<file path="src/rtl/led_scan_pkg.sv">
// Shared types and helpers for the LED-matrix scan capture block.
package led_scan_pkg;

  localparam int MATRIX_ROWS = 8;
  localparam int MATRIX_COLS = 8;

  // One matrix row, active-high pixel bits per colour.
  typedef struct packed {
    logic [MATRIX_COLS-1:0] r;
    logic [MATRIX_COLS-1:0] g;
    logic [MATRIX_COLS-1:0] b;
  } rgb_row_t;

  // The scan bus drives columns active-low; the buffers store lit pixels as 1.
  function automatic rgb_row_t active_low_to_row(input logic [MATRIX_COLS-1:0] r_n,
                                                 input logic [MATRIX_COLS-1:0] g_n,
                                                 input logic [MATRIX_COLS-1:0] b_n);
    rgb_row_t row;
    row.r = ~r_n;
    row.g = ~g_n;
    row.b = ~b_n;
    return row;
  endfunction

endpackage

</file>
<file path="src/rtl/led_scan_watchdog.sv">
// Idle watchdog for the scan bus: counts cycles since the last accepted strobe,
// fires a one-cycle timeout pulse on reaching TIMEOUT and holds scan_lost until
// the next accepted strobe. A strobe in the firing cycle suppresses the timeout.
module led_scan_watchdog #(
  parameter int TIMEOUT = 4096
) (
  input  logic clk_i,
  input  logic rst_ni,
  input  logic strobe_i,
  output logic timeout_pulse_o,
  output logic scan_lost_o
);

  localparam int IW = $clog2(TIMEOUT + 1);
  localparam logic [IW-1:0] IDLE_LAST = IW'(TIMEOUT - 1);
  localparam logic [IW-1:0] IDLE_MAX  = IW'(TIMEOUT);

  logic [IW-1:0] idle_q, idle_d;
  logic          lost_q, lost_d;
  logic          timeout_pulse;

  // Next-state: strobe restarts the count, otherwise count up and saturate.
  always_comb begin
    idle_d        = idle_q;
    lost_d        = lost_q;
    timeout_pulse = 1'b0;
    if (strobe_i) begin
      idle_d = '0;
      lost_d = 1'b0;
    end else if (idle_q != IDLE_MAX) begin
      idle_d = idle_q + 1'b1;
      if (idle_q == IDLE_LAST) begin
        timeout_pulse = 1'b1;
        lost_d        = 1'b1;
      end
    end
  end

  // Idle counter and scan_lost flag registers.
  always_ff @(posedge clk_i or negedge rst_ni) begin
    if (!rst_ni) begin
      idle_q <= '0;
      lost_q <= 1'b0;
    end else begin
      idle_q <= idle_d;
      lost_q <= lost_d;
    end
  end

  assign timeout_pulse_o = timeout_pulse;
  assign scan_lost_o     = lost_q;

endmodule

</file>
<file path="src/rtl/led_scan_frame_capture.sv">
// Captures the multiplexed 8x8 RGB scan stream into a working buffer, commits
// complete frames to a snapshot buffer, and serves row reads of that snapshot.
//
// Interface timing: scan_valid is a one-cycle strobe with no back-pressure; the
// bus is sampled on the CLK edge where scan_valid=1 and is accepted only when
// COMM=1. rd_en is likewise a one-cycle request with no back-pressure; rd_valid
// follows exactly one cycle later and the rd_* data hold between reads.
module led_scan_frame_capture
  import led_scan_pkg::*;
#(
  parameter int FRAME_STROBES = 24,
  parameter int TIMEOUT       = 4096
) (
  input  logic       CLK,
  input  logic       Clear_n,
  input  logic       scan_valid,
  input  logic       COMM,
  input  logic [2:0] S,
  input  logic [7:0] DATA_R,
  input  logic [7:0] DATA_G,
  input  logic [7:0] DATA_B,
  input  logic       hold,
  input  logic       rd_en,
  input  logic [2:0] rd_row,
  output logic       rd_valid,
  output logic [7:0] rd_r,
  output logic [7:0] rd_g,
  output logic [7:0] rd_b,
  output logic       frame_done,
  output logic [7:0] frame_cnt,
  output logic [7:0] dropped_cnt,
  output logic       overlap,
  output logic       scan_lost
);

  localparam logic [7:0] LAST_STROBE = 8'(FRAME_STROBES);

  logic [1:0] rst_sync_q;
  logic       rst_n;

  rgb_row_t   work_q [MATRIX_ROWS];
  rgb_row_t   snap_q [MATRIX_ROWS];
  rgb_row_t   frame_d [MATRIX_ROWS];
  rgb_row_t   rd_data_q;
  logic [7:0] strobe_cnt_q;
  logic [7:0] strobe_cnt_inc;
  logic       rd_valid_q;
  logic       frame_done_q;
  logic [7:0] frame_cnt_q;
  logic [7:0] dropped_cnt_q;
  logic       overlap_q;
  logic       frame_overlap;
  logic       strobe_ok;
  logic       commit;
  logic       timeout_pulse;

  // Reset synchroniser: assertion is immediate, release aligns to CLK.
  always_ff @(posedge CLK or negedge Clear_n) begin
    if (!Clear_n) rst_sync_q <= 2'b00;
    else          rst_sync_q <= {rst_sync_q[0], 1'b1};
  end
  assign rst_n = rst_sync_q[1];

  assign strobe_ok      = scan_valid & COMM;
  assign strobe_cnt_inc = strobe_cnt_q + 8'd1;
  assign commit         = strobe_ok && (strobe_cnt_inc == LAST_STROBE);

  led_scan_watchdog #(.TIMEOUT(TIMEOUT)) u_watchdog (
    .clk_i           (CLK),
    .rst_ni          (rst_n),
    .strobe_i        (strobe_ok),
    .timeout_pulse_o (timeout_pulse),
    .scan_lost_o     (scan_lost)
  );

  // Working buffer with the current strobe merged in, and its G/B coincidence.
  always_comb begin
    for (int i = 0; i < MATRIX_ROWS; i++) frame_d[i] = work_q[i];
    frame_d[S] = work_q[S] | active_low_to_row(DATA_R, DATA_G, DATA_B);
    frame_overlap = 1'b0;
    for (int i = 0; i < MATRIX_ROWS; i++)
      frame_overlap = frame_overlap | (|(frame_d[i].g & frame_d[i].b));
  end

  // Working buffer and strobe counter; cleared on commit or scan timeout.
  always_ff @(posedge CLK or negedge rst_n) begin
    if (!rst_n) begin
      for (int i = 0; i < MATRIX_ROWS; i++) work_q[i] <= '0;
      strobe_cnt_q <= '0;
    end else if (commit || timeout_pulse) begin
      for (int i = 0; i < MATRIX_ROWS; i++) work_q[i] <= '0;
      strobe_cnt_q <= '0;
    end else if (strobe_ok) begin
      for (int i = 0; i < MATRIX_ROWS; i++) work_q[i] <= frame_d[i];
      strobe_cnt_q <= strobe_cnt_inc;
    end
  end

  // Snapshot commit and per-frame status; hold drops the frame instead.
  always_ff @(posedge CLK or negedge rst_n) begin
    if (!rst_n) begin
      for (int i = 0; i < MATRIX_ROWS; i++) snap_q[i] <= '0;
      frame_done_q  <= 1'b0;
      frame_cnt_q   <= '0;
      dropped_cnt_q <= '0;
      overlap_q     <= 1'b0;
    end else begin
      frame_done_q <= 1'b0;
      if (commit) begin
        if (!hold) begin
          for (int i = 0; i < MATRIX_ROWS; i++) snap_q[i] <= frame_d[i];
          frame_done_q <= 1'b1;
          frame_cnt_q  <= frame_cnt_q + 8'd1;
          overlap_q    <= frame_overlap;
        end else if (dropped_cnt_q != 8'hFF) begin
          dropped_cnt_q <= dropped_cnt_q + 8'd1;
        end
      end
    end
  end

  // Registered snapshot readback; sees the snapshot as it was before the edge.
  always_ff @(posedge CLK or negedge rst_n) begin
    if (!rst_n) begin
      rd_valid_q <= 1'b0;
      rd_data_q  <= '0;
    end else begin
      rd_valid_q <= rd_en;
      if (rd_en) rd_data_q <= snap_q[rd_row];
    end
  end

  assign rd_valid    = rd_valid_q;
  assign rd_r        = rd_data_q.r;
  assign rd_g        = rd_data_q.g;
  assign rd_b        = rd_data_q.b;
  assign frame_done  = frame_done_q;
  assign frame_cnt   = frame_cnt_q;
  assign dropped_cnt = dropped_cnt_q;
  assign overlap     = overlap_q;

endmodule

</file>
<file path="config.mk">
export PLATFORM = sky130hd
export DESIGN_NAME = led_scan_frame_capture
export DESIGN_NICKNAME = d
export VERILOG_FILES = /design/src/rtl/led_scan_pkg.sv /design/src/rtl/led_scan_watchdog.sv /design/src/rtl/led_scan_frame_capture.sv
export SDC_FILE = /design/constraint.sdc
export NUM_CORES = 1
export LEC_CHECK = 0
export ABC_AREA = 1
export ABC_CLOCK_PERIOD_IN_PS = 14600
export CORE_MARGIN = 3
export CORE_UTILIZATION = 55
export DETAILED_ROUTE_END_ITERATION = 10
export GPL_ROUTABILITY_DRIVEN = 0
export PLACE_DENSITY = 0.83
export REMOVE_ABC_BUFFERS = 1
export SLEW_MARGIN = 20
export SYNTH_ARGS = -nofsm -noshare
export SYNTH_HDL_FRONTEND = slang
export SYNTH_SLANG_ARGS = --single-unit
</file>
<file path="constraint.sdc">
create_clock -name CLK -period 14.6 [get_ports CLK]
set_input_delay 4.38 -clock CLK [delete_from_list [all_inputs] [get_ports CLK]]
set_output_delay 4.38 -clock CLK [all_outputs]
set_load 0.01 [all_outputs]
</file>
### Word-level counts from Yosys, hierarchy flattened

Index checks and enable logic that the tools add are counted.

| word-level totals | value |
|---|---|
| bits in registers | 451 |
| bits in latches | 0 |
| bits in writable memories | 0 |
| bits in read-only memories | 0 |
| input port bits | 36 |
| output and inout bits | 44 |
| logic and storage cells | 134 |
| memories kept | 0 |

| operators by class | value |
|---|---|
| add/subtract/negate cells | 4 |
| $mul | 0 |
| div/mod/pow operators | 0 |
| $lt $le $gt $ge | 3 |
| eq/ne operators | 4 |
| shift-type cells | 0 |
| multiplexer cells | 23 |
| bitwise logic cells | 23 |
| reduce and logical (&&, ||, !) cells | 17 |

Operators with widths:

| kind | number |
|---|---|
| two-way mux 192 bit | 2 |
| bitwise mux 192 bit | 1 |
| binary-select mux 24 bit (select 3 bit) | 2 |
| two-way mux 24 bit | 5 |
| demux 24 bit (select 3 bit) | 1 |
| AND 8 bit | 8 |
| OR reduction 8 bit | 8 |
| two-way mux 13 bit | 2 |
| adder 8 x 1 -> 8 bit, second input constant | 3 |
| NOT 8 bit | 3 |
| bitwise OR 24 bit | 1 |
| two-way mux 8 bit | 2 |
| adder 13 x 1 -> 13 bit, second input constant | 1 |
| == test 13 x 12 -> 1 bit, second input constant | 1 |
| inequality test 13 bit, second input constant | 1 |
| == test 8 x 5 -> 1 bit, second input constant | 1 |
| greater-or-equal comparator 4 bit, second input constant | 2 |
| two-way mux 1 bit | 8 |
| inequality test 8 bit, second input constant | 1 |
| NOT 3 -> 4 bit | 2 |
| bitwise OR 1 bit | 7 |
| nonzero test 2 bit | 3 |
| less-than comparator 4 x 1 -> 1 bit, second input constant | 1 |
| AND reduction 2 bit | 2 |
| other kinds (5) | 6 |

### Longest topological paths before layout

| depth | value |
|---|---|
| word-level depth | 15 |
| gate-level depth with buffers | 18 |
| depth with buffers taken out | 17 |

### By module

A second synthesis with hierarchy kept.

| second synthesis, totals | value |
|---|---|
| cells, all modules | 3,036 |
| area total of the unflattened synthesis | 23,410.0 um^2 |

By module, submodules not included:

| module | times used | cells an instance | area each (um^2) | seq. area each (um^2) |
|---|---|---|---|---|
| led_scan_frame_capture | 1 | 2,933 | 22,639.2 | 10,935.5 |
| led_scan_watchdog | 1 | 103 | 770.7 | 350.3 |

### Worst setup path before layout

OpenSTA, ideal clock, no wires.

| path | value |
|---|---|
| kind | input port to flip-flop |
| from | input S[0] |
| to | register overlap_q (netlist: overlap) |
| library setup time | 0.115 ns |
| arrival time | 5.800 ns |
| required time | 14.485 ns |
| slack | 8.684 ns |
| stages | 16 |
| path buffers | 2 |
| path through | buf_6 -> inv_6 -> buf_4 -> nand2_1 -> nand3_1 -> nand2_1 -> nor2_2 -> nand2_2 -> o21ai_0 -> nor2_1 -> nor2_1 -> nand2_1 -> nor2_1 -> nand3_1 -> nor2_1 -> nor2_1 |

| on the way | value |
|---|---|
| cells in the longest elaborated chain, start to end | 15 |
| elaborated cells on any way between the ends | 34 |
| those cells by class | order compare (2); mux (6); bitwise (17); reduce/logical (9) |

RTL lines:

| element | RTL line | RTL |
|---|---|---|
| start: declaration | led_scan_frame_capture.sv:18 | `input logic [2:0] S,` |
| NOT 3 -> 4 bit (not written as such) (*) | led_scan_frame_capture.sv:79 | `frame_d[S] = work_q[S] \| active_low_to_row(DATA_R, DATA_G, DATA_B);` |
| greater-or-equal comparator 4 bit (not written as such), or another cell as far along | led_scan_frame_capture.sv:79 |  |
| logical AND 1 bit (not written as such) or two-way mux 24 bit (tied branches) | led_scan_frame_capture.sv:79 |  |
| two-way mux 24 bit (not written as such) | led_scan_frame_capture.sv:79 |  |
| demux 24 bit (select 3 bit) or bitwise OR 24 bit (tied branches) | led_scan_frame_capture.sv:79 |  |
| bitwise mux 192 bit (*) | led_scan_frame_capture.sv:79 |  |
| AND 8 bit | led_scan_frame_capture.sv:82 | `frame_overlap = frame_overlap \| (\|(frame_d[i].g & frame_d[i].b));` |
| OR reduction 8 bit | led_scan_frame_capture.sv:82 |  |
| bitwise OR 1 bit (6 in series) | led_scan_frame_capture.sv:82 |  |
| bitwise OR 1 bit (*) | led_scan_frame_capture.sv:82 |  |
| end signal: assignment | led_scan_frame_capture.sv:114 | `overlap_q <= frame_overlap;` |
| end: declaration | led_scan_frame_capture.sv:51 | `logic overlap_q;` |

Every way passes the cells marked *; elsewhere a longest branch is shown, timed or not. The select of a mux whose other input is x is not followed.
A chain may end at the register's enable or synchronous reset.

### Worst setup path in the final report

| path | value |
|---|---|
| from | input COMM |
| to | register frame_cnt_q[7] (netlist: frame_cnt[7]) |

| on the way | value |
|---|---|
| cells in the longest elaborated chain, start to end | 3 |

RTL lines:

| element | RTL line | RTL |
|---|---|---|
| start: declaration | led_scan_frame_capture.sv:17 | `input logic COMM,` |
| AND 1 bit | led_scan_frame_capture.sv:64 | `assign strobe_ok = scan_valid & COMM;` |
| logical AND 1 bit | led_scan_frame_capture.sv:66 | `assign commit = strobe_ok && (strobe_cnt_inc == LAST_STROBE);` |
| AND reduction 2 bit (no line) | - |  |
| end signal: assignment | led_scan_frame_capture.sv:113 | `frame_cnt_q <= frame_cnt_q + 8'd1;` |
| end: declaration | led_scan_frame_capture.sv:49 | `logic [7:0] frame_cnt_q;` |

Every way passes these cells.

==> results.toml <==
[status]
status = "complete, no violations"

[clock_network]
clock_sink_count = 451
cts_inserted_buffers = 48
clock_insertion_delay_worst_skew_ps = 560
cts_tree = "done"
cts_resized = 0
hold_buffers = 0
clock_root_buffer = "sky130_fd_sc_hd__clkbuf_16"
htreeDepth = 2
ctsLongestPathBuffers = 3
post-cts-setup-buffer-count = 0
clk_transition_reported_paths_ps = 60

[setup_path]
cp.buffers_inverters = 5
critical_r2r_launch = "strobe_cnt_q[0]"
worst_path_most_repeated_cell = "sky130_fd_sc_hd__nand2_1"
cp_data_arrival_time_ps = 8520
worst_path_top_cell_family_by_delay = "buffers and inverters"
worst-endpoint-required_ps = 15050
crit_path_max_incr_delay_ps = 760
launching_element_type_of_the_critical_path = "input pin"
worstPathMaxFanout = 134
crit_slowest_cell = "sky130_fd_sc_hd__buf_4"
critPathLaunch = "COMM"
cp-end-kind = "flop"
timing.setup.critical_path_class = "in -> reg"
worst_path_cell_chain = "clkdlybuf4s50_1 -> nand2_1 -> clkinv_1 -> nand4_4 -> buf_4 -> buf_6 -> buf_4 -> nor2_1 -> nand2_1 -> nor2_1 -> nand2_1 -> nand2_1"

[timing]
post-route-min-period_ps = 8080
timing_worst_slew_pin_value_ps = 1170
headroom_to_the_max_slew_limit_pct = 22.2
rsz_0062_raised_after_global_routing = "no"
final_hold_fails = 0
fin_skew_ps = 11.0
report.final.slew_viol_count = 0
max_freq_ghz = 0.124
setup_violations = 0
setup_tns_ps = 0
final.period_utilization_pct = 55.3

[pwr]
vdd.ir_drop.worst_uv = 69.9
p_per_area_mw_per_mm2 = 129
total_power_w = 0.00327
cellLeakagePower_nw = 12.4

[worst_hold_path]
timing.hold.worst.start = "rst_sync_q[0]"
hp-class = "reg -> reg"

[die]
core.rowCount = 74
pin_count = 80
initial_utilization_pct = 56.1
coreArea_mm2 = 0.0411
design.die.area_mm2 = 0.0444
chipWidth_um = 211
die_h_um = 211

[yosys]
synth_warn = 0
sequential_to_total_area_share_from_yosys_stat_pct = 49.0
yosys.cell_types.count = 46
synth.largest_area_cell = "sky130_fd_sc_hd__dfrtp_1"
proportion_of_netlist_area_held_by_the_largest_area_contributor_pct = 49.0
mappedNetlistArea_mm2 = 0.0230
synth_seq_cells = 451
synthCells = 2987
synthesis.area_per_instance_um2 = 7.72
top_cells_by_area_synth = "sky130_fd_sc_hd__dfrtp_1 49%, sky130_fd_sc_hd__nand2_1 15%, sky130_fd_sc_hd__o21ai_0 8.2%, sky130_fd_sc_hd__inv_1 5.7%, sky130_fd_sc_hd__o22ai_1 3.4%"

[routing]
vias = 21200
post_dr_wirelength_cell_um = 19.4
wirelength_um = 68400
drtIter0Drc = 2470
dr.pass1.iters = 7
drtAntennaViolNets = 0
drc_errors_left = 0
vias_per_cell = 6.02

[layout]
layout.area.seq_mm2 = 0.0113
n_fill_cell = 3481
antennaDiodeCount = 0
final_net_count = 3004
areaGrowthSynthToFinish_pct = 10.0
mostFrequentLayoutCells = "922 x sky130_fd_sc_hd__nand2_1, 450 x sky130_fd_sc_hd__dfrtp_1, 378 x sky130_fd_sc_hd__o21ai_0"
multiInputGateArea_mm2 = 0.00950
final_layout_size_suffix_gt1_share_pct = 5.11
final_common_cell = "sky130_fd_sc_hd__nand2_1"

[global_routing]
grt_first_pass_wirelength_um = 108000
first_global_vias = 20800
grt_start_max_net_pins = 187
overflow = 0
groute.usage.overall_pct = 30.3
grt_antenna_before_repair = 0

[placed_design]
hpwlAfterDp_um = 39500
port_buffers = 79

[job]
cap_violations = 0
[kinds of logic after synthesis]
| family | after synthesis | share of synthesized area (%) |
|---|---|---|
| AO/OA/AOI/OAI | 716 | 17.1 |
| buffers and inverters | 549 | 9.87 |
| flip-flops | 451 | 49.0 |
| adder cells (fa/ha/maj) | 6 | 0.326 |
| XOR/XNOR | 19 | 0.722 |
| other | 1 | 0.0163 |
| multiplexers | 41 | 1.78 |
| AND/OR/NAND/NOR | 1204 | 21.2 |
[sequential cells by signal, indices dropped and copies added (netlist names), 8 cells and up]
signal,cells
dropped_cnt,8
strobe_cnt_q,8
rd_b,8
u_watchdog.idle_q,13
frame_cnt,8
snap_q,192
work_q,192
rd_r,8
rd_g,8
[layout make-up]
cell class / count / area share, %
Clock buffer: 71 / 5.59
Clock inverter: 9 / 0.390
Inverter: 365 / 5.45
Multi-Input combinational cell: 1987 / 37.5
Sequential cell: 451 / 44.5
Tap cell: 532 / 2.62
Timing Repair Buffer: 109 / 3.98
[report_power, final]
part           switching (W)  internal (W)
clock network       0.000498      0.000701
logic               0.000420      0.000201
registers          0.0000731       0.00138
[worst paths after layout]
check,to,slack (ps),depth (start not counted)
max,frame_cnt[7],6520,12
min,rst_sync_q[1],340,0
max reg2reg,frame_cnt[7],10320,14
min reg2reg,rst_sync_q[1],340,0
max in group asynchronous,rst_sync_q[1],10480,1
min in group asynchronous,rd_r[6],410,0
[per-stage QoR]
stage / area, µm² / util (%) / hold slack, ps / setup WS (ps) / std cells
3_5_place_dp: 23800 / 58.0 / 337 / 5790 / 3444
6_report: 25400 / 61.7 / 344 / 6520 / 3524
4_1_cts: 25400 / 61.7 / 346 / 6350 / 3524
2_1_floorplan: 22200 / - / 331 / 1100 / 2803
3_3_place_gp: 23800 / 58.0 / 339 / 5890 / 3444
5_1_grt: 25400 / 61.7 / 351 / 6200 / 3524
[routing by layer]
layer  global-route usage (%)  share of wire [%]  vias to the layer above
li1                         -                  -                     9626
met1                     40.5                 39                    10000
met2                     48.6                 46                     1307
met3                     5.73                 11                      263
met4                     13.9                4.5                        0
met5                        0                  0                        -
[cell usage after synthesis, drive strengths merged]
cell	count
nand4	28
or2	2
conb	1
a221oi	2
a21oi	83
inv	363
a22oi	1
clkinv	2
ha	6
o22ai	126
a31oi	2
o221ai	9
nor4	4
xor2	13
nor2	134
o311ai	2
o211ai	29
o31ai	2
nor3b	2
mux2i	41
dfrtp	451
nand2	934
buf	102
clkbuf	82
nand3	91
a22o	14
nor3	9
a32o	2
o21ai	444
xnor2	6
Note: power is estimated with default switching activity, not from simulation.
